$ cat src/rtl/wb_stage_param.sv
`default_nettype none
// ============================================================================
// Module   : wb_stage_param
// Brief    : MIPS MEM/WB stage register, load formatting, writeback select and
//            register-file port arbitration against a buffered MDU result FIFO.
// Revision : 1.0 - initial release
// ============================================================================
module wb_stage_param #(
    parameter int DATA_W = 32,
    parameter int ADDR_W = 5,
    parameter int DEPTH  = 2
) (
    input  logic                       clk,
    input  logic                       reset_n,
    input  logic                       stall,
    input  logic                       flush,
    input  logic                       in_valid,
    input  logic [DATA_W-1:0]          in_pc,
    input  logic [31:0]                in_instr,
    input  logic                       in_reg_we,
    input  logic [ADDR_W-1:0]          in_reg_addr,
    input  logic [1:0]                 in_wsel,
    input  logic [2:0]                 in_ld_mode,
    input  logic [DATA_W-1:0]          in_alu_result,
    input  logic [DATA_W-1:0]          in_mem_data,
    input  logic                       mdu_valid,
    output logic                       mdu_ready,
    input  logic [ADDR_W-1:0]          mdu_addr,
    input  logic [DATA_W-1:0]          mdu_data,
    output logic                       reg_write_en,
    output logic [ADDR_W-1:0]          reg_write_addr,
    output logic [DATA_W-1:0]          reg_write_data,
    output logic [DATA_W-1:0]          wb_pc,
    output logic [31:0]                wb_instr,
    output logic [$clog2(DEPTH+1)-1:0] buf_count
);

    localparam int PTR_W = (DEPTH > 1) ? $clog2(DEPTH) : 1;
    localparam int CNT_W = $clog2(DEPTH + 1);
    localparam logic [CNT_W-1:0] c_depth    = CNT_W'(DEPTH);
    localparam logic [PTR_W-1:0] c_last_ptr = PTR_W'(DEPTH - 1);

    localparam logic [1:0] c_wsel_mem  = 2'd1;
    localparam logic [1:0] c_wsel_link = 2'd2;
    localparam logic [2:0] c_ld_lb     = 3'd1;
    localparam logic [2:0] c_ld_lbu    = 3'd2;
    localparam logic [2:0] c_ld_lh     = 3'd3;
    localparam logic [2:0] c_ld_lhu    = 3'd4;

    logic              r_valid;
    logic [DATA_W-1:0] r_pc;
    logic [31:0]       r_instr;
    logic              r_reg_we;
    logic [ADDR_W-1:0] r_reg_addr;
    logic [1:0]        r_wsel;
    logic [2:0]        r_ld_mode;
    logic [DATA_W-1:0] r_alu;
    logic [DATA_W-1:0] r_mem;

    logic [ADDR_W-1:0] r_fifo_addr [DEPTH];
    logic [DATA_W-1:0] r_fifo_data [DEPTH];
    logic [PTR_W-1:0]  r_wr_ptr;
    logic [PTR_W-1:0]  r_rd_ptr;
    logic [CNT_W-1:0]  r_count;

    logic [1:0]        w_lane;
    logic [7:0]        w_byte;
    logic [15:0]       w_half;
    logic [DATA_W-1:0] w_load_data;
    logic [DATA_W-1:0] w_pipe_data;
    logic              w_pipe_we;
    logic              w_push;
    logic              w_pop;

    // Flush overrides stall only for the valid bit; payload follows stall.
    always_ff @(posedge clk or negedge reset_n) begin
        if (!reset_n) begin
            r_valid    <= 1'b0;
            r_pc       <= '0;
            r_instr    <= '0;
            r_reg_we   <= 1'b0;
            r_reg_addr <= '0;
            r_wsel     <= '0;
            r_ld_mode  <= '0;
            r_alu      <= '0;
            r_mem      <= '0;
        end else begin
            if (flush) begin
                r_valid <= 1'b0;
            end else if (!stall) begin
                r_valid <= in_valid;
            end
            if (!stall) begin
                r_pc       <= in_pc;
                r_instr    <= in_instr;
                r_reg_we   <= in_reg_we;
                r_reg_addr <= in_reg_addr;
                r_wsel     <= in_wsel;
                r_ld_mode  <= in_ld_mode;
                r_alu      <= in_alu_result;
                r_mem      <= in_mem_data;
            end
        end
    end

    always_comb begin
        w_lane      = r_alu[1:0];
        w_byte      = r_mem[{w_lane, 3'b000} +: 8];
        w_half      = r_mem[{w_lane[1], 4'b0000} +: 16];
        w_load_data = r_mem;
        case (r_ld_mode)
            c_ld_lb:  w_load_data = {{(DATA_W-8){w_byte[7]}}, w_byte};
            c_ld_lbu: w_load_data = {{(DATA_W-8){1'b0}}, w_byte};
            c_ld_lh:  w_load_data = {{(DATA_W-16){w_half[15]}}, w_half};
            c_ld_lhu: w_load_data = {{(DATA_W-16){1'b0}}, w_half};
            default:  w_load_data = r_mem;
        endcase
    end

    always_comb begin
        case (r_wsel)
            c_wsel_mem:  w_pipe_data = w_load_data;
            c_wsel_link: w_pipe_data = r_pc + DATA_W'(8);
            default:     w_pipe_data = r_alu;
        endcase
    end

    assign w_pipe_we = r_valid & r_reg_we & (r_reg_addr != '0);
    assign mdu_ready = reset_n & (r_count < c_depth);
    assign w_push    = mdu_valid & mdu_ready;
    // The pipeline owns the port whenever it writes; the FIFO drains otherwise.
    assign w_pop     = ~w_pipe_we & (r_count != '0);

    always_comb begin
        reg_write_en   = 1'b0;
        reg_write_addr = '0;
        reg_write_data = '0;
        if (w_pipe_we) begin
            reg_write_en   = 1'b1;
            reg_write_addr = r_reg_addr;
            reg_write_data = w_pipe_data;
        end else if (w_pop && (r_fifo_addr[r_rd_ptr] != '0)) begin
            reg_write_en   = 1'b1;
            reg_write_addr = r_fifo_addr[r_rd_ptr];
            reg_write_data = r_fifo_data[r_rd_ptr];
        end
    end

    always_ff @(posedge clk) begin
        if (w_push) begin
            r_fifo_addr[r_wr_ptr] <= mdu_addr;
            r_fifo_data[r_wr_ptr] <= mdu_data;
        end
    end

    always_ff @(posedge clk or negedge reset_n) begin
        if (!reset_n) begin
            r_wr_ptr <= '0;
            r_rd_ptr <= '0;
            r_count  <= '0;
        end else begin
            if (w_push) begin
                r_wr_ptr <= (r_wr_ptr == c_last_ptr) ? '0 : r_wr_ptr + 1'b1;
            end
            if (w_pop) begin
                r_rd_ptr <= (r_rd_ptr == c_last_ptr) ? '0 : r_rd_ptr + 1'b1;
            end
            case ({w_push, w_pop})
                2'b10:   r_count <= r_count + 1'b1;
                2'b01:   r_count <= r_count - 1'b1;
                default: r_count <= r_count;
            endcase
        end
    end

    assign wb_pc     = r_pc;
    assign wb_instr  = r_instr;
    assign buf_count = r_count;

endmodule
`default_nettype wire

$ cat config.mk
export PLATFORM = sky130hd
export DESIGN_NAME = wb_stage_param
export DESIGN_NICKNAME = d
export VERILOG_FILES = /design/src/rtl/wb_stage_param.sv
export SDC_FILE = /design/constraint.sdc
export NUM_CORES = 1
export LEC_CHECK = 0
export BUFFER_PORTS_ARGS = -buffer_cell sky130_fd_sc_hd__buf_2
export CELL_PAD_IN_SITES_DETAIL_PLACEMENT = 1
export CELL_PAD_IN_SITES_GLOBAL_PLACEMENT = 1
export CORE_MARGIN = 2
export CORE_UTILIZATION = 33
export CTS_BUF_LIST = sky130_fd_sc_hd__clkbuf_2
export DETAILED_ROUTE_END_ITERATION = 10
export GPL_ROUTABILITY_DRIVEN = 0
export GPL_TIMING_DRIVEN = 0
export HOLD_SLACK_MARGIN = 0.05
export PLACE_DENSITY_LB_ADDON = 0.1
export SYNTH_ARGS = -nofsm -noshare
export SYNTH_HDL_FRONTEND = slang
export SYNTH_SLANG_ARGS = --single-unit
$ cat constraint.sdc
create_clock -name clk -period 2.46 [get_ports clk]
set_input_delay 0.369 -clock clk [delete_from_list [all_inputs] [get_ports clk]]
set_output_delay 0.369 -clock clk [all_outputs]
set_load 0.02 [all_outputs]
# After elaboration in Yosys (flattened, before gate mapping)
# Memories as Yosys holds them, arrays and structs flattened.
# Cells that the tools add are included.
dict set report word_totals {
  ramBits 74
  register_bits 144
  latch_bits 0
  mem_count 2
  out_inout_bits 105
  rom_bits 0
  elab_cells 57
  inputBits 182
}
dict set report classes {
  order_cmp 1
  n_eq_ne 9
  mux 15
  addsub 5
  n_shift 2
  div 0
  reduce_logical 5
  n_mul 0
  n_bitwise 6
}
# name words word_bits rd rd_ports_with_merged_regs wr line_no
set memory_table {}
lappend memory_table {r_fifo_data 2 32 1 0 1 61} ;# logic [DATA_W-1:0] r_fifo_data [DEPTH];
lappend memory_table {r_fifo_addr 2 5 1 0 1 60} ;# logic [ADDR_W-1:0] r_fifo_addr [DEPTH];
# operator count
set op_table {}
lappend op_table {{$pmux 32 s4} 1}
lappend op_table {{$mux 32} 2}
lappend op_table {{$pmux 32 s2} 1}
lappend op_table {{$add 32x4->32 const B} 1}
lappend op_table {{$shiftx 32x6->16} 1}
lappend op_table {{$shiftx 32x6->8} 1}
lappend op_table {{$mux 5} 2}
lappend op_table {{$reduce_bool 5->1} 2}
lappend op_table {{$mux 1} 8}
lappend op_table {{$eq 3x2->1 const B} 2}
lappend op_table {{$and 1x1->1} 5}
lappend op_table {{$eq 2x1->1 const B} 2}
lappend op_table {{$eq 2x2->1 const B} 2}
lappend op_table {{$pmux 2 s2} 1}
lappend op_table {{$reduce_bool 2->1} 2}
lappend op_table {{$eq 3x1->1 const B} 1}
lappend op_table {{$eq 3x3->1 const B} 1}
lappend op_table {{$add 1x1->1 const B} 2}
lappend op_table {{$add 2x1->2 const B} 1}
lappend op_table {{$lt 2x2->1 const B} 1}
lappend op_table {{$ne 2x1->1 const B} 1}
lappend op_table {{$sub 2x1->2 const B} 1}
lappend op_table {{$logic_and 1x1->1} 1}
lappend op_table {{$not 1->1} 1}

# Longest topological paths before layout
# Gate-level depths: netlist (run 1).
dict set report logic_depth {
  depth_word 7
  depth_mapped 9
  ltp_nobuf 8
}

# Least setup slack after synthesis (run 1)
# Ideal clock, no wire load.
dict set report synth_path {
  kind {reg2reg}
  from {register r_count[1] (netlist: buf_count[1])}
  to {memory r_fifo_addr[0][0], enable pin}
  arrival_time_ns 2.657
  n_path_buf 0
  synth_period_minus_slack_ns 3.089
  path_slack_ns -0.629
  required_ns 2.029
  stages_incl_launch_ff 4
  setup_ns 0.431
  path_cell_list {dfrtp_1 nor2b_1 nand2_1 nor2_1}
}
dict set report synth_between {
  elab_chain_cells 5
}
# item line_no
set synth_rtl {}
lappend synth_rtl {{start: declaration} 64} ;# logic [CNT_W-1:0] r_count;
lappend synth_rtl {{start signal: assignment} 169} ;# 2'b10: r_count <= r_count + 1'b1;
lappend synth_rtl {{start signal: assignment} 170} ;# 2'b01: r_count <= r_count - 1'b1;
lappend synth_rtl {{start signal: assignment} 171} ;# default: r_count <= r_count;
lappend synth_rtl {{$lt 2x2->1} 129} ;# assign mdu_ready = reset_n & (r_count < c_depth);
lappend synth_rtl {{$and 1x1->1} 129}
lappend synth_rtl {{named net mdu_ready} 27} ;# output logic mdu_ready,
lappend synth_rtl {{$and 1x1->1} 130} ;# assign w_push = mdu_valid & mdu_ready;
lappend synth_rtl {{$mux 1} 150} ;# if (w_push) begin
lappend synth_rtl {{$mux 1 (implied by the code)} 151} ;# r_fifo_addr[r_wr_ptr] <= mdu_addr;
lappend synth_rtl {{end: declaration} 60}
# The timed path passes the listed nets, and every way through them passes these cells.

# Final worst setup path (run 1)
dict set report layout_path {
  from {register r_ld_mode[2]}
  to {output reg_write_data[14]}
}
dict set report layout_between {
  elab_chain_cells 4
  word_cells_on_any_way 7
  cone_classes {eq/ne: 4; mux: 3}
}
# item line_no
set layout_rtl {}
lappend layout_rtl {{start: declaration} 56} ;# logic [2:0] r_ld_mode;
lappend layout_rtl {{start signal: assignment} 99} ;# r_ld_mode <= in_ld_mode;
lappend layout_rtl {{$eq 3x3->1, or another cell as far along} 111} ;# case (r_ld_mode)
lappend layout_rtl {{$pmux 32 s4 (*)} 111}
lappend layout_rtl {{$pmux 32 s2 (*)} 121} ;# case (r_wsel)
lappend layout_rtl {{$mux 32 (*)} 138} ;# if (w_pipe_we) begin
lappend layout_rtl {{end: declaration} 32} ;# output logic [DATA_W-1:0] reg_write_data,
# Mark *: on every way between the ends. The rest lies on a longest branch, timed or not.

==> results of run 1 <==
-- synth_stat cells, drive strengths merged (4+ instances only) --
master / count / share of area (%)
a211oi: 6 / 0.44
a21o: 4 / 0.29
a21oi: 18 / 0.87
a2bb2oi: 12 / 1.1
a31o: 5 / 0.42
and3: 6 / 0.36
buf: 19 / 0.91
clkbuf: 25 / 0.91
dfrtp: 144 / 35
edfxtp: 74 / 21
ha: 4 / 0.48
inv: 10 / 0.36
mux2: 142 / 15
mux2i: 43 / 4.2
nand2: 31 / 1.1
nand2b: 21 / 1.3
nand3: 24 / 1.2
nand4: 8 / 0.48
nor2: 31 / 1.1
nor3: 9 / 0.44
o2111ai: 5 / 0.42
o211ai: 21 / 1.7
o21ai: 28 / 1.4
o21bai: 4 / 0.40
o221a: 4 / 0.44
o221ai: 14 / 1.2
o22ai: 8 / 0.48
o31ai: 5 / 0.36
xnor2: 20 / 1.7
xor2: 14 / 1.2
-- cells in the final DEF (no fill, tap or decap), types with 31 or more instances in the layout --
cell type and n:
buf_2 259, mux2_2 142, dlygate4sd3_1 182, mux2i_1 39, edfxtp_1 74, clkbuf_2 86
buf_6 31, dfrtp_1 127, buf_4 69
-- layout make-up --
class	count	area [um^2]
clock inverter	28	120.1
inverter	11	53.80
multi-input combinational	525	4962
buffer	42	436.7
fill	3292	14200
tap	396	495.5
sequential	218	5847
antenna	2	5.005
clock buffer	83	415.4
timing repair buffer	547	4209
-- what timing repair did --
action | in CTS | in global routing
setup buffers | 53 | 20
endpoints found under the hold margin | 366 | 52
hold buffers | 180 | 3
cloned | 4 | 3
setup endpoints to repair | 38 | 75
resized for setup | 216 | 80
pin swaps | 40 | 39
-- cell families (layout without fill, tap and decap cells) --
kind of cell               after synthesis  count (layout)  synth area share [%]
DFF                                    218             218                 56.31
AOI/OAI and AO/OA                      151             151                 10.86
xor gates and xnor gates                34              34                 2.879
muxes                                  186             186                 19.84
buffers and inverters                   55             711                 2.213
adders and majority gates                4               4                0.4838
and+or+nand+nor                        149             150                 7.414
other                                    0               2                     0
-- path summary, 6_finish.rpt --
| path | end | slack [ps] | cells past startpoint | startpoint |
|---|---|---|---|---|
| min in group clk | r_fifo_addr[1][2] | 180 | 2 | mdu_addr[2] |
| min reg2reg | wb_instr[2] | 510 | 1 | wb_instr[2] |
| min | r_mem[23] | 90 | 3 | reset_n |
| max reg2reg | r_fifo_data[0][18] | 420 | 3 | buf_count[1] |
| max | reg_write_data[14] | -900 | 7 | r_ld_mode[2] |
| max in group asynchronous | r_reg_addr[2] | 1050 | 3 | reset_n |
-- per-stage QoR --
stage	worst slack (ps)	cell area, um^2	hold slack, ps	setup TNS, ps	cells
2_1_floorplan	113.4	10350	73.41	0	797
3_3_place_gp	-3068	12270	482.7	-445220	1478
3_5_place_dp	-910.7	12330	375.1	-29460	1480
4_1_cts	-964.4	16040	-53.42	-28480	1826
5_1_grt	-1030	16540	63.21	-30960	1852
6_report	-900.6	16540	85.61	-26040	1852
-- layer usage --
| metal | track usage, % | vias to the layer above | share of wire, % |
|---|---|---|---|
| met3 | 6.612 | 93 | 6.8 |
| li1 | - | 4269 | - |
| met5 | 0 | - | 0 |
| met1 | 29.54 | 4664 | 41 |
| met2 | 41.94 | 374 | 49 |
| met4 | 8.878 | 0 | 3.3 |
-- flip-flops by register name (all words and copies together), names as in the netlist --
register and cells:
buf_count 2, r_alu 32, r_fifo_addr 10, r_fifo_data 64, r_ld_mode 3, r_mem 32, r_rd_ptr 1, r_reg_addr 5
r_reg_we 1, r_valid 1, r_wr_ptr 1, r_wsel 2, wb_instr 32, wb_pc 32
-- power by group --
| part | switching, uW | internal (uW) |
|---|---|---|
| logic | 2790 | 2560 |
| registers | 367 | 4160 |
| clock network | 1660 | 938 |
| total | 4820 | 7660 |
-- critical path, delay by kind of cell, from the launching register on --
family / cells / cell delay (ps)
AO/OA/AOI/OAI: 3 / 700
AND/OR/NAND/NOR: 2 / 600
buffers and inverters: 2 / 350
flip-flops: 1 / 440
==> flow_summary.html, run 1 <==
<table>
<tr><th>Metric</th><th>Value</th></tr>
<tr><th colspan="2">Run status</th></tr>
<tr><td>Result of the run</td><td>finished, violations left</td></tr>
<tr><td>Failing checks</td><td>negative setup slack</td></tr>
<tr><th colspan="2">Final layout</th></tr>
<tr><td>Fraction of final layout cells with drive strength greater than 1</td><td>51.65%</td></tr>
<tr><td>Final layout net count</td><td>1,590</td></tr>
<tr><td>Core occupancy in the finished layout</td><td>53.80%</td></tr>
<tr><td>Area added between synthesis and finish</td><td>59.93%</td></tr>
<tr><th colspan="2">Synthesis</th></tr>
<tr><td>Part of the Yosys area used for sequential elements</td><td>56.31%</td></tr>
<tr><td>Post-synthesis async set-or-reset flop share</td><td>66.06%</td></tr>
<tr><td>Number of enable flip-flop cells after synthesis</td><td>74</td></tr>
<tr><td>Main flop type after synthesis</td><td>dfrtp_1</td></tr>
<tr><td>Total of warnings raised by yosys</td><td>0</td></tr>
<tr><td>Synthesized netlist cell count</td><td>797</td></tr>
<tr><td>Synthesis-stage register bit count</td><td>218</td></tr>
<tr><td>Number of distinct standard cells referenced by the synthesized netlist</td><td>57</td></tr>
<tr><td>Avg Inst Size Synth</td><td>12.98 um^2</td></tr>
<tr><td>Cell area after synthesis</td><td>0.01034 mm^2</td></tr>
<tr><td>Net count of the mapped netlist</td><td>983</td></tr>
<tr><th colspan="2">STA</th></tr>
<tr><td>Setup repair after global routing missed its margin</td><td>yes</td></tr>
<tr><td>Max-slew violation count</td><td>0</td></tr>
<tr><td>Final count of negative-setup-slack endpoints</td><td>38</td></tr>
<tr><td>Period utilisation layout</td><td>136.6%</td></tr>
<tr><td>Worst slew slack as a fraction of its limit</td><td>37.88%</td></tr>
<tr><td>Achievable Freq</td><td>297.6 MHz</td></tr>
<tr><td>Final count of hold timing violations</td><td>0</td></tr>
<tr><td>Time the worst path needs with I/O delays and setup</td><td>3361 ps</td></tr>
<tr><td>Actual slew at the worst max-slew pin</td><td>931.8 ps</td></tr>
<tr><td>Final clock skew</td><td>27.95 ps</td></tr>
<tr><td>Post-route worst setup slack</td><td>-900.6 ps</td></tr>
<tr><th colspan="2">Clock tree</th></tr>
<tr><td>Number of buffers inserted during clock tree synthesis</td><td>59</td></tr>
<tr><td>Number of H-tree branching levels</td><td>2</td></tr>
<tr><td>Max clock buf depth</td><td>3</td></tr>
<tr><td>TritonCTS clock tree</td><td>built</td></tr>
<tr><td>Worst skew pair latency</td><td>900 ps</td></tr>
<tr><td>Root buffer cell</td><td>clkbuf_2</td></tr>
<tr><td>Clk sinks</td><td>218</td></tr>
<tr><td>Clock transition at the register clock pins on the worst setup and hold paths after CTS</td><td>110 ps</td></tr>
<tr><th colspan="2">Global routing</th></tr>
<tr><td>Largest net degree at the start of global routing</td><td>79</td></tr>
<tr><td>Global-route wire length before repair</td><td>60,960 um</td></tr>
<tr><td>Global route total overflow</td><td>0</td></tr>
<tr><td>Number of antenna violations at the first check in global routing</td><td>2</td></tr>
<tr><td>Vias in the first global route</td><td>10,330</td></tr>
<tr><td>Overall fraction of global-route tracks in use</td><td>24.46%</td></tr>
<tr><th colspan="2">Floorplan</th></tr>
<tr><td>Initial Utilization</td><td>33.64%</td></tr>
<tr><td>Die H</td><td>181.1 um</td></tr>
<tr><td>Die outline area</td><td>0.03278 mm^2</td></tr>
<tr><td>Core Rows</td><td>64</td></tr>
<tr><td>Core Region</td><td>0.03075 mm^2</td></tr>
<tr><td>Horizontal die dimension</td><td>181.1 um</td></tr>
<tr><td>I/O pin count</td><td>287</td></tr>
<tr><th colspan="2">Detailed routing</th></tr>
<tr><td>Vias</td><td>9,400</td></tr>
<tr><td>Per-cell routed wire length</td><td>22.54 um</td></tr>
<tr><td>Number of routed nets with antenna violations</td><td>0</td></tr>
<tr><td>DRC Markers</td><td>0</td></tr>
<tr><td>First-pass detailed-route iteration total</td><td>5</td></tr>
<tr><td>Routed wire length</td><td>41,740 um</td></tr>
<tr><td>Iteration-0 DRC count of the detailed router</td><td>487</td></tr>
<tr><td>Via/cell ratio</td><td>5.076</td></tr>
<tr><th colspan="2">Setup path</th></tr>
<tr><td>Slowest CP cell</td><td>dfrtp_2</td></tr>
<tr><td>Worst Setup Path Type</td><td>reg -&gt; out</td></tr>
<tr><td>Critical-path maximum fanout</td><td>5</td></tr>
<tr><td>Chain of cells forming the critical path</td><td>or3_4, and2_4, clkbuf_16, o21a_1, a221oi_2, o22ai_1, buf_4</td></tr>
<tr><td>Arrival time reported for the critical path endpoint</td><td>2990 ps</td></tr>
<tr><td>CP max stage delay</td><td>440 ps</td></tr>
<tr><td>Startpoint Class</td><td>flip-flop</td></tr>
<tr><td>Data required time at the worst endpoint</td><td>2090 ps</td></tr>
<tr><td>Kind of end point of the critical path</td><td>primary output</td></tr>
<tr><th colspan="2">Power</th></tr>
<tr><td>Power, Total</td><td>12,480 uW</td></tr>
<tr><td>Leak Pwr</td><td>0.007026 uW</td></tr>
<tr><td>Maximum vdd ir drop</td><td>353.5 uV</td></tr>
<tr><td>PwrDens</td><td>754.3 mW/mm^2</td></tr>
<tr><th colspan="2">Placement</th></tr>
<tr><td>Hpwl dp</td><td>27,170 um</td></tr>
<tr><td>Port bufs</td><td>285</td></tr>
<tr><th colspan="2">Hold path</th></tr>
<tr><td>Hold/Removal Path Class</td><td>in -&gt; async</td></tr>
<tr><th colspan="2">Run</th></tr>
<tr><td>Max-cap violation count</td><td>0</td></tr>
</table>
No activity file was read; power rests on OpenSTA's default activity.
==> inputs of run 2 (changes only) <==
--- a/config.mk
+++ b/config.mk
@@ -5,6 +5,7 @@
 export SDC_FILE = /design/constraint.sdc
 export NUM_CORES = 1
 export LEC_CHECK = 0
+export ABC_AREA = 1
 export BUFFER_PORTS_ARGS = -buffer_cell sky130_fd_sc_hd__buf_2
 export CELL_PAD_IN_SITES_DETAIL_PLACEMENT = 1
 export CELL_PAD_IN_SITES_GLOBAL_PLACEMENT = 1
==> run 2 against run 1 <==
Net effect:
- flip-flop and latch count unchanged
- fmax up 4.5%
- routed wire length up 13%
- first-iteration DRC count up 6.4%
- power up 1.4%
- critical path depth up 5
- cell count up 35%
- core utilization down 0.47 points
- the flow still finishes with violations (negative setup slack)
- non-clock buffer count down 4
- clock power up 5%
- via count up 27%
- register-to-register slack better by 20 ps
==> flow_summary.html, run 2 <==
<table>
<tr><th>Metric</th><th>Value</th></tr>
<tr><th colspan="2">Run status</th></tr>
<tr><td>Result of the run</td><td>finished, violations left</td></tr>
<tr><td>Failing checks</td><td>negative setup slack</td></tr>
<tr><th colspan="2">STA</th></tr>
<tr><td>Final count of negative-setup-slack endpoints</td><td>114</td></tr>
<tr><td>Time the worst path needs with I/O delays and setup</td><td>3217 ps</td></tr>
<tr><td>Achievable Freq</td><td>310.9 MHz</td></tr>
<tr><td>Period utilisation layout</td><td>130.8%</td></tr>
<tr><td>Sum Neg Setup Slack</td><td>-48,110 ps</td></tr>
<tr><td>Final count of hold timing violations</td><td>0</td></tr>
<tr><td>Worst slew slack as a fraction of its limit</td><td>46.59%</td></tr>
<tr><td>Final clock skew</td><td>44.42 ps</td></tr>
<tr><td>Post-route worst setup slack</td><td>-756.6 ps</td></tr>
<tr><td>Actual slew at the worst max-slew pin</td><td>801.2 ps</td></tr>
<tr><td>Max-slew violation count</td><td>0</td></tr>
<tr><td>Setup repair after global routing missed its margin</td><td>yes</td></tr>
<tr><th colspan="2">Power</th></tr>
<tr><td>PwrDens</td><td>733.1 mW/mm^2</td></tr>
<tr><td>Power, Total</td><td>12,660 uW</td></tr>
<tr><td>Leak Pwr</td><td>0.008478 uW</td></tr>
<tr><td>Maximum vdd ir drop</td><td>772.9 uV</td></tr>
<tr><th colspan="2">Synthesis</th></tr>
<tr><td>Adder-cell share of the synthesized area</td><td>0.4626%</td></tr>
<tr><td>Main flop type after synthesis</td><td>dfrtp_1</td></tr>
<tr><td>Largest area contributor in the netlist</td><td>dfrtp_1</td></tr>
<tr><td>Synthesized netlist cell count</td><td>1,432</td></tr>
<tr><td>Synthesis-stage register bit count</td><td>218</td></tr>
<tr><td>Avg Inst Size Synth</td><td>7.555 um^2</td></tr>
<tr><td>Ranking of synthesized cells by area</td><td>dfrtp_1 (33%), nand2_1 (25%), edfxtp_1 (21%)</td></tr>
<tr><td>Total of warnings raised by yosys</td><td>0</td></tr>
<tr><td>Xor/xnor cell area share of the yosys netlist</td><td>0.4048%</td></tr>
<tr><td>Cell area after synthesis</td><td>0.01082 mm^2</td></tr>
<tr><td>Compound-Gate Fraction of Synth Area</td><td>5.655%</td></tr>
<tr><td>Number of enable flip-flop cells after synthesis</td><td>74</td></tr>
<tr><td>Top-area cell type share of the netlist area</td><td>33.31%</td></tr>
<tr><td>Leading cell type by number of instances after synthesis</td><td>nand2_1</td></tr>
<tr><td>Number of distinct standard cells referenced by the synthesized netlist</td><td>32</td></tr>
<tr><td>Post-synth top cells</td><td>nand2_1 (721), dfrtp_1 (144), nor2_1 (129)</td></tr>
<tr><td>Part of the Yosys area used for sequential elements</td><td>53.85%</td></tr>
<tr><td>Net count of the mapped netlist</td><td>1,618</td></tr>
<tr><td>Post-synthesis async set-or-reset flop share</td><td>66.06%</td></tr>
<tr><td>Largest family of logic cells by synthesized area</td><td>simple AND/OR/NAND/NOR gates</td></tr>
<tr><td>Area share of and/or/nand/nor cells after synthesis</td><td>33.99%</td></tr>
<tr><td>Fraction of synthesized area in multiplexers</td><td>0.1850%</td></tr>
<tr><th colspan="2">Detailed routing</th></tr>
<tr><td>Per-cell routed wire length</td><td>18.77 um</td></tr>
<tr><td>Number of routed nets with antenna violations</td><td>0</td></tr>
<tr><td>Routed wire length</td><td>47,040 um</td></tr>
<tr><td>First-pass detailed-route iteration total</td><td>5</td></tr>
<tr><td>Iteration-0 DRC count of the detailed router</td><td>518</td></tr>
<tr><td>Vias</td><td>11,910</td></tr>
<tr><td>Via/cell ratio</td><td>4.751</td></tr>
<tr><td>DRC Markers</td><td>0</td></tr>
<tr><th colspan="2">Clock tree</th></tr>
<tr><td>Number of H-tree branching levels</td><td>2</td></tr>
<tr><td>TritonCTS clock tree</td><td>built</td></tr>
<tr><td>Max clock buf depth</td><td>3</td></tr>
<tr><td>Worst skew pair latency</td><td>880 ps</td></tr>
<tr><td>Number of buffers inserted during clock tree synthesis</td><td>59</td></tr>
<tr><td>Root buffer cell</td><td>clkbuf_2</td></tr>
<tr><td>Clock transition at the register clock pins on the worst setup and hold paths after CTS</td><td>120 ps</td></tr>
<tr><td>Clk sinks</td><td>218</td></tr>
<tr><th colspan="2">Placement</th></tr>
<tr><td>Port bufs</td><td>285</td></tr>
<tr><td>Hpwl dp</td><td>31,360 um</td></tr>
<tr><td>Number of instances in the placed design</td><td>2,162</td></tr>
<tr><td>Cell area after placement</td><td>0.01291 mm^2</td></tr>
<tr><th colspan="2">Setup path</th></tr>
<tr><td>Data required time at the worst endpoint</td><td>2090 ps</td></tr>
<tr><td>Worst Setup Path Type</td><td>reg -&gt; out</td></tr>
<tr><td>Startpoint Class</td><td>flip-flop</td></tr>
<tr><td>Critical-path maximum fanout</td><td>6</td></tr>
<tr><td>Kind of end point of the critical path</td><td>primary output</td></tr>
<tr><td>Arrival time reported for the critical path endpoint</td><td>2850 ps</td></tr>
<tr><th colspan="2">Final layout</th></tr>
<tr><td>Area of the multi-input gates</td><td>0.005477 mm^2</td></tr>
<tr><td>FF/Latch Area</td><td>0.005849 mm^2</td></tr>
<tr><td>Max FFs per register</td><td>64</td></tr>
<tr><td>Highest-count cells in the layout ignoring fill and taps</td><td>nand2_1 (612), buf_2 (249), dlygate4sd3_1 (180)</td></tr>
<tr><td>Final layout net count</td><td>2,199</td></tr>
<tr><td>Final cell count without fillers</td><td>2,506</td></tr>
<tr><td>Fraction of final layout cells with drive strength greater than 1</td><td>34.48%</td></tr>
<tr><td>Final instance area</td><td>0.01726 mm^2</td></tr>
<tr><td>Count of filler cells inserted in the layout</td><td>3,997</td></tr>
<tr><td>Top reg by flops</td><td>r_fifo_data</td></tr>
<tr><td>Area added between synthesis and finish</td><td>59.57%</td></tr>
<tr><td>Most frequent standard cell in the layout excluding fill and tap cells</td><td>nand2_1</td></tr>
<tr><td>Core occupancy in the finished layout</td><td>53.33%</td></tr>
<tr><th colspan="2">Floorplan</th></tr>
<tr><td>Core Region</td><td>0.03237 mm^2</td></tr>
<tr><td>I/O pin count</td><td>287</td></tr>
<tr><td>Initial Utilization</td><td>33.42%</td></tr>
<tr><td>Core Rows</td><td>66</td></tr>
<tr><td>Horizontal die dimension</td><td>185.1 um</td></tr>
<tr><td>Die H</td><td>185.1 um</td></tr>
<tr><td>Die outline area</td><td>0.03425 mm^2</td></tr>
<tr><th colspan="2">Global routing</th></tr>
<tr><td>Vias in the first global route</td><td>12,810</td></tr>
<tr><td>Largest net degree at the start of global routing</td><td>106</td></tr>
<tr><td>Global route total overflow</td><td>0</td></tr>
<tr><td>Global-route wire length before repair</td><td>69,720 um</td></tr>
<tr><td>Number of antenna violations at the first check in global routing</td><td>6</td></tr>
<tr><td>Overall fraction of global-route tracks in use</td><td>26.74%</td></tr>
<tr><th colspan="2">Run</th></tr>
<tr><td>Max-cap violation count</td><td>0</td></tr>
<tr><th colspan="2">Hold path</th></tr>
<tr><td>Hold/Removal Path Class</td><td>in -&gt; reg</td></tr>
</table>
run 2: changes by cell type in the layout (fill, tap and decap cells not counted), sizes merged, moves of 49 or more:
cell | before | now
inv | 11 | 78
mux2 | 142 | 0
nand3 | 24 | 77
o21ai | 28 | 77
nor2 | 32 | 132
nand2 | 31 | 726
run 2: routing by layer:
layer | GRT usage [%] | share of wire (%)
met5 | 0 | 0.028
met4 | 8.762 | 2.6
met3 | 4.778 | 4.9
met2 | 47.28 | 51
met1 | 32.93 | 42
run 2: worst paths after layout:
path	start	endpoint	slack, ps	cells after the start
setup reg to reg	buf_count[1]	r_fifo_data[0][18]	440	4
hold / removal	in_instr[18]	wb_instr[18]	130	4
max in group asynchronous	reset_n	r_ld_mode[2]	1140	8
setup / recovery	r_ld_mode[0]	reg_write_data[7]	-760	12
hold reg to reg	r_alu[20]	r_alu[20]	480	2
min in group asynchronous	reset_n	r_mem[7]	800	8
run 2: layout make-up:
cell class / count / area share (%)
plain buffers: 62 / 2.239
clock inverters: 16 / 0.5291
flip-flops and latches: 218 / 33.88
diodes: 5 / 0.07247
multi-input cells: 1069 / 31.72
repair buffers: 523 / 23.81
clock buffers: 91 / 2.638
inverters: 80 / 1.899
well taps: 442 / 3.203
run 2: cells by family (layout without fill, tap and decap cells):
group,count (synthesis),after routing
compound gates,116,116
xor+xnor,5,5
fa+ha+maj,4,4
buf+inv,145,772
flops,218,218
mux,2,2
other cells,0,5
simple gates,942,942
run 2: metrics by stage:
step | setup slack, ps | hold WS (ps)
final | -756.6 | 129.4
after detailed placement | -346.3 | 280.5
after global routing | -836.1 | 117.2
after global placement | -3974 | 458.5
after CTS | -743.6 | 60.48
after floorplan | -595.7 | 73.41
run 2: worst max-delay path, stage by stage (launching register included):
cell and delay [ps]:
dfrtp_2 510, nor2_2 140, nand2_2 80, nand2_4 130
buf_4 120, buf_4 110, nand3_1 100, o211ai_1 130
nand2_2 130, nand3_2 100, nand2_2 90, nand2_2 90
buf_6 120
run 2: power breakdown:
part,switching [uW],internal (uW),leakage [uW]
Combinational,3260,2250,0.00565
Sequential,268,4140,0.00240
Clock,1660,1090,0.000428
run 2: timing repair:
action	in CTS	in global routing
resized for setup	243	183
endpoints found under the hold margin	359	144
setup buffers	32	14
endpoints found under the setup margin	38	115
hold buffers	186	1
cloned	1	3
pin swaps	38	48
==> inputs of run 3 (changes only) <==
--- a/config.mk
+++ b/config.mk
@@ -12,6 +12,7 @@
 export CORE_MARGIN = 2
 export CORE_UTILIZATION = 33
 export CTS_BUF_LIST = sky130_fd_sc_hd__clkbuf_2
+export CTS_CLUSTER_SIZE = 24
 export DETAILED_ROUTE_END_ITERATION = 10
 export GPL_ROUTABILITY_DRIVEN = 0
 export GPL_TIMING_DRIVEN = 0
==> constraint.sdc (replaced) <==
create_clock -name clk -period 3.5 [get_ports clk]
set_input_delay 0.525 -clock clk [delete_from_list [all_inputs] [get_ports clk]]
set_output_delay 0.525 -clock clk [all_outputs]
set_load 0.02 [all_outputs]
==> run 3 against run 2 <==
Net effect:
- the run now ends clean
- clock power is 31% lower
- critical path depth up 1
- global-route usage down 1.1 points
- via count down 2.9%
- worst setup slack improved by 900 ps
- flip-flop and latch count did not move
- highest routed layer unchanged
==> flow_summary.html, run 3 (synthesis gave the netlist of run 2 again) <==
<table>
<tr><th>Metric</th><th>Value</th></tr>
<tr><th colspan="2">Setup path</th></tr>
<tr><td>CP Depth</td><td>13</td></tr>
<tr><td>Kind of end point of the critical path</td><td>primary output</td></tr>
<tr><td>Most common cell type on the critical path</td><td>nand2_1</td></tr>
<tr><td>Slowest CP cell</td><td>dfrtp_2</td></tr>
<tr><td>Internal reg-to-reg setup slack</td><td>1550 ps</td></tr>
<tr><td>CP max stage delay</td><td>480 ps</td></tr>
<tr><td>CP top delay family</td><td>simple AND/OR/NAND/NOR gates</td></tr>
<tr><td>Data required time at the worst endpoint</td><td>2970 ps</td></tr>
<tr><td>Startpoint Class</td><td>flip-flop</td></tr>
<tr><td>Origin of the critical flop-to-flop path</td><td>buf_count[1]</td></tr>
<tr><td>Chain of cells forming the critical path</td><td>inv_2, nand3_2, nand2_4, inv_2, nand2_4, nand2_1, inv_2, nand2_1, nand2_2, nand2_1, nand2_1, nand2_1, buf_2</td></tr>
<tr><td>Critical-path maximum fanout</td><td>7</td></tr>
<tr><td>Worst Setup Path Type</td><td>reg -&gt; out</td></tr>
<tr><td>Arrival time reported for the critical path endpoint</td><td>2830 ps</td></tr>
<tr><td>Bufs and invs on worst path</td><td>4</td></tr>
<tr><td>Startpoint of the most critical setup path</td><td>r_ld_mode[1]</td></tr>
<tr><td>Worst setup path end</td><td>reg_write_data[10]</td></tr>
<tr><td>Worst Reg2Reg Path Length in Cells</td><td>4</td></tr>
<tr><td>Destination of the worst register-to-register timing path</td><td>r_fifo_data[0][18]</td></tr>
<tr><th colspan="2">Floorplan</th></tr>
<tr><td>I/O pin count</td><td>287</td></tr>
<tr><td>Die H</td><td>185.1 um</td></tr>
<tr><td>Initial Utilization</td><td>33.42%</td></tr>
<tr><td>Die outline area</td><td>0.03425 mm^2</td></tr>
<tr><td>Horizontal die dimension</td><td>185.1 um</td></tr>
<tr><td>Core Region</td><td>0.03237 mm^2</td></tr>
<tr><td>Core Rows</td><td>66</td></tr>
<tr><th colspan="2">Detailed routing</th></tr>
<tr><td>Iteration-0 DRC count of the detailed router</td><td>542</td></tr>
<tr><td>Via/cell ratio</td><td>4.689</td></tr>
<tr><td>Number of routed nets with antenna violations</td><td>0</td></tr>
<tr><td>Routed wire length</td><td>43,990 um</td></tr>
<tr><td>Vias</td><td>11,560</td></tr>
<tr><td>Per-cell routed wire length</td><td>17.84 um</td></tr>
<tr><td>First-pass detailed-route iteration total</td><td>8</td></tr>
<tr><td>DRC Markers</td><td>0</td></tr>
<tr><th colspan="2">Power</th></tr>
<tr><td>Clk network pwr share</td><td>24.0%</td></tr>
<tr><td>Part of the total power dissipated in sequential elements</td><td>38.8%</td></tr>
<tr><td>Reported net switching power</td><td>3241 uW</td></tr>
<tr><td>PwrDens</td><td>504.2 mW/mm^2</td></tr>
<tr><td>Leak Pwr</td><td>0.007935 uW</td></tr>
<tr><td>Share of total power consumed by net switching</td><td>40.86%</td></tr>
<tr><td>Combinational share of power</td><td>37.2%</td></tr>
<tr><td>Power, Total</td><td>7931 uW</td></tr>
<tr><td>Maximum vdd ir drop</td><td>367.0 uV</td></tr>
<tr><td>Design internal power</td><td>4691 uW</td></tr>
<tr><th colspan="2">Hold path</th></tr>
<tr><td>Hold/Removal Path Class</td><td>in -&gt; reg</td></tr>
<tr><th colspan="2">Clock tree</th></tr>
<tr><td>Number of H-tree branching levels</td><td>2</td></tr>
<tr><td>Worst skew pair latency</td><td>860 ps</td></tr>
<tr><td>Clk sinks</td><td>218</td></tr>
<tr><td>Clock transition at the register clock pins on the worst setup and hold paths after CTS</td><td>120 ps</td></tr>
<tr><td>Max clock buf depth</td><td>3</td></tr>
<tr><td>TritonCTS clock tree</td><td>built</td></tr>
<tr><td>Root buffer cell</td><td>clkbuf_2</td></tr>
<tr><td>Number of buffers inserted during clock tree synthesis</td><td>59</td></tr>
<tr><th colspan="2">Global routing</th></tr>
<tr><td>Met3 capacity usage during global routing</td><td>4.483%</td></tr>
<tr><td>Largest net degree at the start of global routing</td><td>106</td></tr>
<tr><td>Global route total overflow</td><td>0</td></tr>
<tr><td>GR met1 Demand/Resource</td><td>32.33%</td></tr>
<tr><td>Overall fraction of global-route tracks in use</td><td>25.67%</td></tr>
<tr><td>Global-route wire length before repair</td><td>67,230 um</td></tr>
<tr><td>Grt peak-use layer</td><td>met2</td></tr>
<tr><td>Routing usage on met2</td><td>44.79%</td></tr>
<tr><td>Vias in the first global route</td><td>12,420</td></tr>
<tr><td>Number of antenna violations at the first check in global routing</td><td>6</td></tr>
<tr><th colspan="2">Final layout</th></tr>
<tr><td>Final layout net count</td><td>2,159</td></tr>
<tr><td>Fraction of final layout cells with drive strength greater than 1</td><td>25.61%</td></tr>
<tr><td>Top reg by flops</td><td>r_fifo_data</td></tr>
<tr><td>Highest-count cells in the layout ignoring fill and taps</td><td>nand2_1 (699), buf_2 (287), dlygate4sd3_1 (181)</td></tr>
<tr><td>Max FFs per register</td><td>64</td></tr>
<tr><td>Most frequent standard cell in the layout excluding fill and tap cells</td><td>nand2_1</td></tr>
<tr><td>Final instance area</td><td>0.01573 mm^2</td></tr>
<tr><td>Area added between synthesis and finish</td><td>45.38%</td></tr>
<tr><td>Count of filler cells inserted in the layout</td><td>4,102</td></tr>
<tr><td>Final cell count without fillers</td><td>2,466</td></tr>
<tr><th colspan="2">STA</th></tr>
<tr><td>Sum Neg Setup Slack</td><td>0 ps</td></tr>
<tr><td>Setup repair after global routing missed its margin</td><td>yes</td></tr>
<tr><td>Tightest hold margin</td><td>315.0 ps</td></tr>
<tr><td>Worst slew slack as a fraction of its limit</td><td>45.67%</td></tr>
<tr><td>Period utilisation layout</td><td>95.95%</td></tr>
<tr><td>Max-slew violation count</td><td>0</td></tr>
<tr><td>Final count of negative-setup-slack endpoints</td><td>0</td></tr>
<tr><td>Final count of hold timing violations</td><td>0</td></tr>
<tr><td>Actual slew at the worst max-slew pin</td><td>814.9 ps</td></tr>
<tr><td>Achievable Freq</td><td>297.8 MHz</td></tr>
<tr><td>Final clock skew</td><td>24.33 ps</td></tr>
<tr><td>Time the worst path needs with I/O delays and setup</td><td>3358 ps</td></tr>
<tr><th colspan="2">Run</th></tr>
<tr><td>Max-cap violation count</td><td>0</td></tr>
<tr><th colspan="2">Placement</th></tr>
<tr><td>Port bufs</td><td>285</td></tr>
<tr><td>Hpwl dp</td><td>31,360 um</td></tr>
<tr><td>Cell area after placement</td><td>0.01291 mm^2</td></tr>
<tr><td>Number of instances in the placed design</td><td>2,162</td></tr>
<tr><th colspan="2">Run status</th></tr>
<tr><td>Result of the run</td><td>finished clean</td></tr>
</table>
run 3: cell count changes in the layout (fill, tap and decap cells not counted), sizes merged:
| cell | previous run | this run |
|---|---|---|
| buf | 352 | 316 |
| clkinvlp | 2 | 1 |
| inv | 78 | 79 |
| dlygate4sd3 | 180 | 181 |
| clkbuf | 144 | 139 |
run 3: tightest hold or removal path, stage by stage:
cell,delay [ps]
dlygate4sd3_1,520
buf_2,100
nand2_1,50
nand2_1,40
run 3: cell type report:
cell class / instances / area, um^2 / share of cell area (%)
Sequential cell: 218 / 5843 / 37.15
Multi-Input combinational cell: 1069 / 4693 / 29.84
Timing Repair Buffer: 482 / 3458 / 21.99
Tap cell: 442 / 553.0 / 3.516
Clock buffer: 91 / 455.4 / 2.896
Buffer: 63 / 315.3 / 2.005
Inverter: 80 / 306.5 / 1.949
Clock inverter: 16 / 91.34 / 0.5807
Antenna cell: 5 / 12.51 / 0.07955
run 3: what timing repair did:
action                     in CTS  in global routing
gates cloned                    0                  1
hold buffers                  182                  0
resized for setup              24                 99
hold endpoints to repair      359                  0
pin swaps                       2                  9
setup buffers                   1                 10
setup endpoints to repair      31                 32
run 3: power groups by stage:
stage | clock network (uW) | registers (uW) | logic, uW
floorplan | 0 | 3170 | 1540
global placement | 0 | 3110 | 2590
detailed placement | 0 | 3120 | 2670
CTS | 1970 | 3070 | 2860
global route | 2110 | 3110 | 3260
finish | 1900 | 3080 | 2950
run 3: how the worst min path moves through the flow:
stage / cells after the start / endpoint / from / slack, ps
floorplan: 0 / buf_count[0] / reset_n / 230
global placement: 2 / r_alu[16] / r_alu[16] / 460
detailed placement: 1 / r_mem[8] / reset_n / 440
CTS: 4 / wb_instr[28] / in_instr[28] / 220
global route: 4 / wb_pc[14] / in_pc[14] / 270
finish: 4 / wb_instr[15] / in_instr[15] / 320
run 3: layer usage:
layer	vias up	wire length [um]
met4	2	987
met2	298	21940
met5	-	13
li1	5620	-
met1	5577	18920
met3	66	2131
run 3: metrics by stage:
| step | worst slack [ps] | util [%] |
|---|---|---|
| after floorplan | 414.8 | - |
| after global placement | -3090 | 39.54 |
| after detailed placement | 537.7 | 39.87 |
| after CTS | -42.25 | 47.40 |
| after global routing | -26.51 | 48.59 |
| final | 141.6 | 48.59 |
